[src/rtl/fetch_ctrl_pkg.sv]
// Shared Stage1 fetch definitions: controller state encoding and default widths/constants.
// Latency: n/a (types and constants only).
// Backpressure: n/a.
package fetch_ctrl_pkg;

  // Fetch controller states; a single memory request is outstanding at most.
  typedef enum logic [1:0] {
    IDLE = 2'd0,  // first cycle after reset, no request
    REQ  = 2'd1,  // request asserted, waiting for grant
    WAIT = 2'd2,  // granted, waiting for read data
    HOLD = 2'd3   // instruction presented to decode
  } fetch_state_t;

  // Sequential PC increment in bytes.
  localparam int unsigned PC_STEP_DEFAULT = 4;

  // Default instruction width in bits.
  localparam int unsigned INSTR_W_DEFAULT = 32;

  // Low PC bits that must be zero in any fetch address (word alignment).
  localparam int unsigned ALIGN_MASK = 3;

endpackage

[src/rtl/fetch_ctrl.sv]
// Stage1 fetch controller: steps the external PC register, issues one imem read per PC, hands instructions to decode.
// Latency: REQ to HOLD is one cycle plus memory latency; one instruction per 3 cycles at best (REQ, WAIT, HOLD).
// Backpressure: decode stalls by holding if_ready low in HOLD; no new request is issued until the instruction is accepted or redirected.
//
// Ports:
//   clk, rst_n                       clock and asynchronous active-low reset
//   pc_q / pc_next / pc_en           read-back and write side of the external PC register
//   imem_req/addr/gnt/rvalid/rdata   instruction memory read handshake (single outstanding)
//   redirect_valid/target            taken branch/jump pulse; target low bits are cleared
//   if_valid/instr/pc, if_ready      valid/ready interface towards decode
module fetch_ctrl
  import fetch_ctrl_pkg::*;
#(
  parameter int N       = 32,
  parameter int INSTR_W = INSTR_W_DEFAULT,
  parameter int PC_STEP = PC_STEP_DEFAULT
) (
  input  logic               clk,
  input  logic               rst_n,
  input  logic [N-1:0]       pc_q,
  output logic [N-1:0]       pc_next,
  output logic               pc_en,
  output logic               imem_req,
  output logic [N-1:0]       imem_addr,
  input  logic               imem_gnt,
  input  logic               imem_rvalid,
  input  logic [INSTR_W-1:0] imem_rdata,
  input  logic               redirect_valid,
  input  logic [N-1:0]       redirect_target,
  output logic               if_valid,
  output logic [INSTR_W-1:0] if_instr,
  output logic [N-1:0]       if_pc,
  input  logic               if_ready
);

  localparam logic [N-1:0] STEP     = N'(PC_STEP);
  localparam logic [N-1:0] LOW_MASK = N'(ALIGN_MASK);

  fetch_state_t state, state_nxt;

  // squash marks the outstanding response as stale (redirected after grant).
  logic         squash, squash_nxt;
  // PC of the request currently in flight, moved to if_pc when its data lands.
  logic [N-1:0] if_pc_r;

  logic         cap_pc;     // latch the granted PC
  logic         cap_instr;  // accept read data into the decode register
  logic         clr_valid;  // decode register consumed or dropped

  logic [N-1:0] target;

  assign target = redirect_target & ~LOW_MASK;

  // State register and datapath registers.
  always_ff @(posedge clk or negedge rst_n) begin
    if (!rst_n) begin
      state    <= IDLE;
      squash   <= 1'b0;
      if_pc_r  <= '0;
      if_valid <= 1'b0;
      if_instr <= '0;
      if_pc    <= '0;
    end else begin
      state  <= state_nxt;
      squash <= squash_nxt;
      if (cap_pc) begin
        if_pc_r <= pc_q;
      end
      if (cap_instr) begin
        if_instr <= imem_rdata;
        if_pc    <= if_pc_r;
        if_valid <= 1'b1;
      end else if (clr_valid) begin
        if_valid <= 1'b0;
      end
    end
  end

  // Next-state and output decode.
  always_comb begin
    state_nxt  = state;
    squash_nxt = squash;
    imem_req   = 1'b0;
    imem_addr  = '0;
    pc_en      = 1'b0;
    pc_next    = '0;
    cap_pc     = 1'b0;
    cap_instr  = 1'b0;
    clr_valid  = 1'b0;

    case (state)
      IDLE: begin
        state_nxt = REQ;
      end

      REQ: begin
        imem_req  = 1'b1;
        imem_addr = pc_q;
        if (redirect_valid) begin
          // A grant in the same cycle still stands; its response is dropped later.
          pc_en   = 1'b1;
          pc_next = target;
          if (imem_gnt) begin
            squash_nxt = 1'b1;
            state_nxt  = WAIT;
          end
        end else if (imem_gnt) begin
          pc_en     = 1'b1;
          pc_next   = pc_q + STEP;  // wraps modulo 2^N
          cap_pc    = 1'b1;
          state_nxt = WAIT;
        end
      end

      WAIT: begin
        if (imem_rvalid) begin
          if (squash || redirect_valid) begin
            squash_nxt = 1'b0;
            state_nxt  = REQ;
            if (redirect_valid) begin
              pc_en   = 1'b1;
              pc_next = target;
            end
          end else begin
            cap_instr = 1'b1;
            state_nxt = HOLD;
          end
        end else if (redirect_valid) begin
          // Response still owed by memory; remember to drop it.
          pc_en      = 1'b1;
          pc_next    = target;
          squash_nxt = 1'b1;
        end
      end

      HOLD: begin
        // Redirect wins over acceptance: the held instruction is on the wrong path.
        if (redirect_valid) begin
          clr_valid = 1'b1;
          pc_en     = 1'b1;
          pc_next   = target;
          state_nxt = REQ;
        end else if (if_ready) begin
          clr_valid = 1'b1;
          state_nxt = REQ;
        end
      end

      default: begin
        state_nxt = IDLE;
      end
    endcase
  end

endmodule

[config.mk]
export PLATFORM = sky130hd
export DESIGN_NAME = fetch_ctrl
export DESIGN_NICKNAME = d
export VERILOG_FILES = /design/src/rtl/fetch_ctrl_pkg.sv /design/src/rtl/fetch_ctrl.sv
export SDC_FILE = /design/constraint.sdc
export NUM_CORES = 1
export LEC_CHECK = 0
export BUFFER_PORTS_ARGS = -buffer_cell sky130_fd_sc_hd__buf_2
export CORE_UTILIZATION = 51
export CTS_CLUSTER_DIAMETER = 100
export DETAILED_ROUTE_END_ITERATION = 8
export PLACE_DENSITY = 0.83
export SETUP_SLACK_MARGIN = 0.15
export SYNTH_ARGS = -nofsm -noshare
export SYNTH_HDL_FRONTEND = slang
export SYNTH_SLANG_ARGS = --single-unit
[constraint.sdc]
create_clock -name clk -period 3.2 [get_ports clk]
set_input_delay 0.64 -clock clk [delete_from_list [all_inputs] [get_ports clk]]
set_output_delay 0.64 -clock clk [all_outputs]
set_load 0.1 [all_outputs]
==> impl_results.md, run 1 <==
* Final clock period utilization by the worst path at 92.7%
* Vias in the first global route at 4584
* Top cell type by total area after synthesis: sky130_fd_sc_hd__dfrtp_1
* Max stage delay on crit path at 0.43 ns
* Antenna Cells at 0
* IO buf count at 230
* Setup TNS at 0 ns
* Tightest Pin Transition at 1.06 ns
* Overall die area at 10300 um2
* Num CTS Buffers at 9
* Min Clock Period, post-route at 2.97 ns
* Bufs on Longest Clock Path at 2
* Maximum clock frequency at 337 MHz
* Endpoint required time on the critical path at 2.56 ns
* Leading cell types by count after synthesis: 127 x sky130_fd_sc_hd__nand2_1, 100 x sky130_fd_sc_hd__dfrtp_1, 64 x sky130_fd_sc_hd__mux2_2
* Relative slew margins at 29.4%
* Total count of max-transition violations in the final report at 0
* Core box area at 9420 um2
* Row count at 35
* Signal arrival time at the worst endpoint at 2.33 ns
* Clock tree skew after final layout at 0.0189 ns
* Via count at 4577
* Worst Hold Margin at 0.431 ns
* Number of iterations in the first detailed-routing pass at 4
* Setup CP Type: flip-flop to output pin
* Result of the run: finished, final reports clean
* Worst-skew pair later-pin latency at 0.36 ns
* DP Wirelength at 11200 um
* Pin count of the biggest net entering global routing at 86
* Kind of path behind the tightest hold check: input pin to asynchronous set/reset pin
* Setup violations, final at 0
* Area used by multi-input combinational logic at 2650 um2
* Net count of the mapped netlist at 604
* Maximum fanout encountered on the critical timing path at 21
* Mean routed wirelength per cell at 16.9 um
* Share of synthesized area occupied by flip-flops and latches at 49.8%
* Flip-flop and latch count after synthesis at 100
* Routability congestion estimate from global placement at 0.876
* Area growth, synth to finish at 45.3%
* Wire length after detailed routing at 14600 um
* DRC errors left at 0
* Top post-synthesis cells by area: sky130_fd_sc_hd__dfrtp_1 50%, sky130_fd_sc_hd__mux2_2 14%, sky130_fd_sc_hd__nand2_1 9.5%
* Chip Height at 101 um
* Placed Instances at 846
* Register area at 2500 um2
* Async SR Flop Fraction at 100%
* Count of hold buffers inserted by post-cts repair at 0
* CP delay by family, top: buffers and inverters
* Portion of synthesized cell area occupied by the leading cell type at 49.8%
* Post-Syn Area per Cell at 10.1 um2
* # nets final at 837
* Avg Vias per Cell at 5.30
* Dominant synthesized flop cell: sky130_fd_sc_hd__dfrtp_1
* DRT iter0 DRCs at 149
* Post-synth EDFFs at 0
* Initial Utilization at 53.4%
* Finished Layout Cells at 863
* Die width at 101 um
* Startpoint type of the worst setup path: flip-flop
* Number of antenna violations at the first check in global routing at 0
* Kind of capture point of the worst setup path: output pin
* TritonCTS clock tree: yes
* YS warnings at 0
* Remaining Overflow, GRT at 0
* Post-synthesis instance area at 5030 um2
* Unique cell type count in the Yosys netlist at 41
* Io pins at 233
* Mapped Cells at 496
* Post-CTS clock slew at the launch and capture registers of the worst setup and hold paths at 0.10 ns
* Most repeated cell in the gate-level netlist after synthesis: sky130_fd_sc_hd__nand2_1
* Maximum level of the CTS H-tree at 3
* Final hold violation count at 0
* Max Cap Viol at 0
* Layout cell share with drive strength beyond 1 at 51.1%
* Critical path buffers and inverters at 3
* Global-route usage over all layers at 29.7%
* Clk sinks at 100
* Wire length of the first global-routing pass at 23100 um
* Buffer type at the clock tree root: sky130_fd_sc_hd__clkbuf_8
* Cell type with the highest occurrence count on the critical path: sky130_fd_sc_hd__buf_4
* Number of antenna-violating nets in the routed design at 0
* Slowest library cell on the worst path: sky130_fd_sc_hd__dfrtp_2
* Unrepaired setup endpoints after global routing: yes
* Layout fillers at 643
* Cell Chain, Critical Path: buf_4 -> ha_4 -> or2_2 -> o21bai_2 -> nor2_1 -> buf_4 -> nand2_1 -> o21ai_4 -> buf_12
-- cell usage in the layout, fill, tap and decap left out, types with 4 or more instances in the layout --
cell and count:
sky130_fd_sc_hd__xor2_1 17, sky130_fd_sc_hd__a22oi_1 6, sky130_fd_sc_hd__o21ai_4 19, sky130_fd_sc_hd__nor3_1 6
sky130_fd_sc_hd__mux2_2 64, sky130_fd_sc_hd__xnor2_1 11, sky130_fd_sc_hd__inv_1 6, sky130_fd_sc_hd__buf_2 198
sky130_fd_sc_hd__nor2_2 9, sky130_fd_sc_hd__dfrtp_1 99, sky130_fd_sc_hd__buf_12 32, sky130_fd_sc_hd__nand3_1 13
sky130_fd_sc_hd__and2_1 34, sky130_fd_sc_hd__o21ai_0 5, sky130_fd_sc_hd__nand4_1 11, sky130_fd_sc_hd__ha_1 4
sky130_fd_sc_hd__nand2_1 127, sky130_fd_sc_hd__clkbuf_8 9, sky130_fd_sc_hd__buf_4 16, sky130_fd_sc_hd__nor2_1 8
-- worst paths after layout --
kind | start | end | slack [ns] | cells after the start
hold reg to reg | if_pc_r[16] | if_pc_r[16] | 0.48 | 2
setup reg to reg | state[0] | if_instr[14] | 0.98 | 6
hold / removal | rst_n | if_pc_r[6] | 0.43 | 1
max in group asynchronous | rst_n | if_pc_r[20] | 1.92 | 2
min in group clk | if_pc_r[16] | if_pc_r[16] | 0.48 | 2
setup / recovery | state[0] | pc_next[24] | 0.23 | 9
-- what timing repair did --
action | in CTS | in global routing
setup endpoints to repair | 21 | 21
cloned | 0 | 0
pin swaps | 0 | 0
buffers inserted | 0 | 1
gates resized for setup | 3 | 3
-- kinds of logic after synthesis --
kind of cell / Yosys count / synth area share (%)
and+or+nand+nor: 222 / 21.2
DFF: 100 / 49.8
muxes: 65 / 14.5
AOI/OAI and AO/OA: 42 / 5.10
buffers and inverters: 33 / 3.06
xor gates and xnor gates: 28 / 4.88
adders and majority gates: 6 / 1.49
-- state kept, by name, indices dropped and copies added, names as in the netlist --
| register | cells |
|---|---|
| if_pc_r | 32 |
| squash | 1 |
| if_instr | 32 |
| if_valid | 1 |
| state | 2 |
| if_pc | 32 |
-- metrics by stage --
step / utilization, % / instance area (um2) / setup slack, ns
floorplan: - / 5290 / 0.0168
global placement: 75.2 / 7080 / 0.229
detailed placement: 75.2 / 7080 / 0.182
CTS: 77.5 / 7300 / 0.182
global route: 77.6 / 7310 / 0.140
finish: 77.6 / 7310 / 0.235
-- layer usage --
| layer | up-vias | wire [um] | GRT usage, % |
|---|---|---|---|
| met5 | - | 0 | 0 |
| met4 | 0 | 372 | 9.70 |
| met3 | 29 | 1180 | 6.76 |
| met2 | 226 | 7540 | 53.6 |
| met1 | 2193 | 5530 | 35.0 |
| li1 | 2129 | - | - |
-- area by class of cell --
cell class	count	area share [%]
clock buffer	9	1.69
clock inverter	7	1.10
inverter	8	0.411
multi-input combinational	363	36.2
sequential	100	34.2
tap	129	2.21
timing repair buffer	247	24.1
-- worst register-to-register path, cell delays in order, from the launching register on --
cell and delay [ns]:
sky130_fd_sc_hd__dfrtp_2 0.43, sky130_fd_sc_hd__inv_1 0.11, sky130_fd_sc_hd__ha_1 0.25, sky130_fd_sc_hd__nor3b_1 0.26, sky130_fd_sc_hd__and2_2 0.19, sky130_fd_sc_hd__buf_4 0.43, sky130_fd_sc_hd__mux2_2 0.43
Power of run 1 is left out: the tool's default activity adds up to more than one toggle a clock period on the data nets, which glitch-free logic cannot reach.
==> run 2, diff against run 1 <==
--- a/config.mk
+++ b/config.mk
@@ -9,6 +9,7 @@
 export CORE_UTILIZATION = 51
 export CTS_CLUSTER_DIAMETER = 100
 export DETAILED_ROUTE_END_ITERATION = 8
+export MAX_ROUTING_LAYER = met4
 export PLACE_DENSITY = 0.83
 export SETUP_SLACK_MARGIN = 0.15
 export SYNTH_ARGS = -nofsm -noshare
==> run 2 against run 1 <==
Critical path depth is the same. Sequential share of layout area increased by 0.071 points. Via count grew 1.4%. First-iteration DRC count is 30% higher. Maximum frequency hardly changed. Utilization shrank 0.20 points. Global-route usage up 1.0 points. Worst hold slack improved by 0.018 ns. Critical endpoint unchanged. Highest routed layer unchanged.
==> impl_results.md, run 2 (same netlist as run 1, synthesis figures left out) <==
* Area of all placed cells without fillers at 7290 um2 (-0.26%)
* Global-route usage over all layers at 30.7% (+1.0 points)
* Dpl cell area at 7080 um2 (unchanged)
* IO buf count at 230 (unchanged)
* Avg Vias per Cell at 5.37 (+1.2%)
* Remaining Overflow, GRT at 0 (unchanged)
* Antenna Cells at 0 (unchanged)
* Bufs on Longest Clock Path at 2 (unchanged)
* Maximum level of the CTS H-tree at 3 (unchanged)
* Count of hold buffers inserted by post-cts repair at 0 (unchanged)
* Signal arrival time at the worst endpoint at 2.32 ns (about the same)
* Critical path buffers and inverters at 3 (unchanged)
* Final hold violation count at 0 (unchanged)
* Buffer type at the clock tree root: sky130_fd_sc_hd__clkbuf_8
* Layout cell share with drive strength beyond 1 at 50.9% (-0.21 points)
* Routability congestion estimate from global placement at 0.894 (+2.0%)
* CP delay by family, top: buffers and inverters
* Startpoint type of the worst setup path: input pin
* Clock tree skew after final layout at 0.0108 ns (-0.00809 ns)
* GR met3 Demand/Resource at 4.35% (-2.4 points)
* Wire length after detailed routing at 15000 um (+2.6%)
* Result of the run: finished, final reports clean
* Maximum clock frequency at 337 MHz (about the same)
* Mean routed wirelength per cell at 17.4 um (+2.5%)
* Relative slew margins at 28.8% (-0.58 points)
* Number of antenna violations at the first check in global routing at 0 (unchanged)
* Kind of path behind the tightest hold check: input pin to asynchronous set/reset pin
* GR met2 Demand/Resource at 53.9% (+0.26 points)
* Total count of max-transition violations in the final report at 0 (unchanged)
* DP Wirelength at 11500 um (+2.9%)
* Max Cap Viol at 0 (unchanged)
* Die width at 101 um (unchanged)
* Number of iterations in the first detailed-routing pass at 5 (+1)
* Worst-skew pair later-pin latency at 0.35 ns (about the same)
* TritonCTS clock tree: yes
* # nets final at 838 (+0.12%)
* Tightest Pin Transition at 1.07 ns (+0.00865 ns)
* Overall die area at 10300 um2 (unchanged)
* Final clock period utilization by the worst path at 92.6% (about the same)
* Chip Height at 101 um (unchanged)
* Fraction of met1 tracks used by global routing at 35.4% (+0.35 points)
* Kind of capture point of the worst setup path: output pin
* Row count at 35 (unchanged)
* Unrepaired setup endpoints after global routing: no
* Area growth, synth to finish at 45.0%
* Number of antenna-violating nets in the routed design at 0 (unchanged)
* Post-CTS clock slew at the launch and capture registers of the worst setup and hold paths at 0.09 ns (about the same)
* Most common cell after layout, fill and taps aside: sky130_fd_sc_hd__buf_2
* Endpoint required time on the critical path at 2.56 ns (about the same)
* Io pins at 233 (unchanged)
* Setup TNS at 0 ns (unchanged)
* Cell Chain, Critical Path: buf_2 -> ha_2 -> nand2_1 -> nor4_4 -> buf_4 -> nand4_1 -> xor2_1 -> o21ai_4 -> buf_12
* Largest registers in the final layout: if_instr: 32 flops, if_pc: 32 flops, if_pc_r: 32 flops
* DRT iter0 DRCs at 194 (+30%)
* Wire length of the first global-routing pass at 23100 um (about the same)
* Setup violations, final at 0 (unchanged)
* Most utilized layer in the global route result: met2
* Max stage delay on crit path at 0.26 ns (-0.17 ns)
* Maximum fanout encountered on the critical timing path at 9 (-57%)
* Pin count of the biggest net entering global routing at 86 (unchanged)
* DRC errors left at 0 (unchanged)
* Clk sinks at 100 (unchanged)
* Setup CP Type: input pin to output pin
* Via count at 4639 (+1.4%)
* Num CTS Buffers at 9 (unchanged)
* Vias in the first global route at 4636 (+1.1%)
* Top library cells by usage in the layout, fill and taps aside: 198 x sky130_fd_sc_hd__buf_2, 127 x sky130_fd_sc_hd__nand2_1, 100 x sky130_fd_sc_hd__dfrtp_1
* Slowest library cell on the worst path: sky130_fd_sc_hd__nor4_4
* Min Clock Period, post-route at 2.96 ns (-0.00218 ns)
* Initial Utilization at 53.4% (unchanged)
* Core box area at 9420 um2 (unchanged)
run 2: repair_timing:
action / CTS / global route
resized for setup: 1 / 3
endpoints found under the setup margin: 20 / 21
buffers inserted: 2 / 0
run 2: path summary, 6_finish.rpt:
check                      cells past startpoint  slack [ns]   startpoint           end
max                                            9        0.24      pc_q[3]   pc_next[24]
min                                            1        0.45        rst_n      if_pc[6]
max reg2reg                                    6        0.98     state[0]  if_instr[14]
min reg2reg                                    2        0.48  if_pc_r[22]   if_pc_r[22]
max in group asynchronous                      2        1.88        rst_n   if_pc_r[20]
min in group clk                               2        0.48  if_pc_r[22]   if_pc_r[22]
run 2: through the flow:
stage | std cells | setup WS, ns | util [%] | hold WS [ns]
6_report | 864 | 0.237 | 77.4 | 0.450
5_1_grt | 864 | 0.162 | 77.4 | 0.496
4_1_cts | 864 | 0.208 | 77.4 | 0.484
3_5_place_dp | 846 | 0.199 | 75.2 | 0.461
3_3_place_gp | 846 | 0.229 | 75.2 | 0.452
2_1_floorplan | 496 | 0.0168 | - | 0.344
run 2: cell type report:
cell class / instances / area [um2]
multi-input cells: 363 / 2650
flip-flops and latches: 100 / 2500
fillers: 641 / 2120
repair buffers: 248 / 1770
well taps: 129 / 161
clock buffers: 10 / 128
clock inverters: 6 / 55.1
inverters: 8 / 30.0
run 2: routing by layer:
layer  up-vias  share of wire (%)
met3        30                5.8
met5         -                  0
met2       207                 52
met1      2277                 39
met4         0                3.1
li1       2125                  -
Power of run 2 is left out for the same reason.
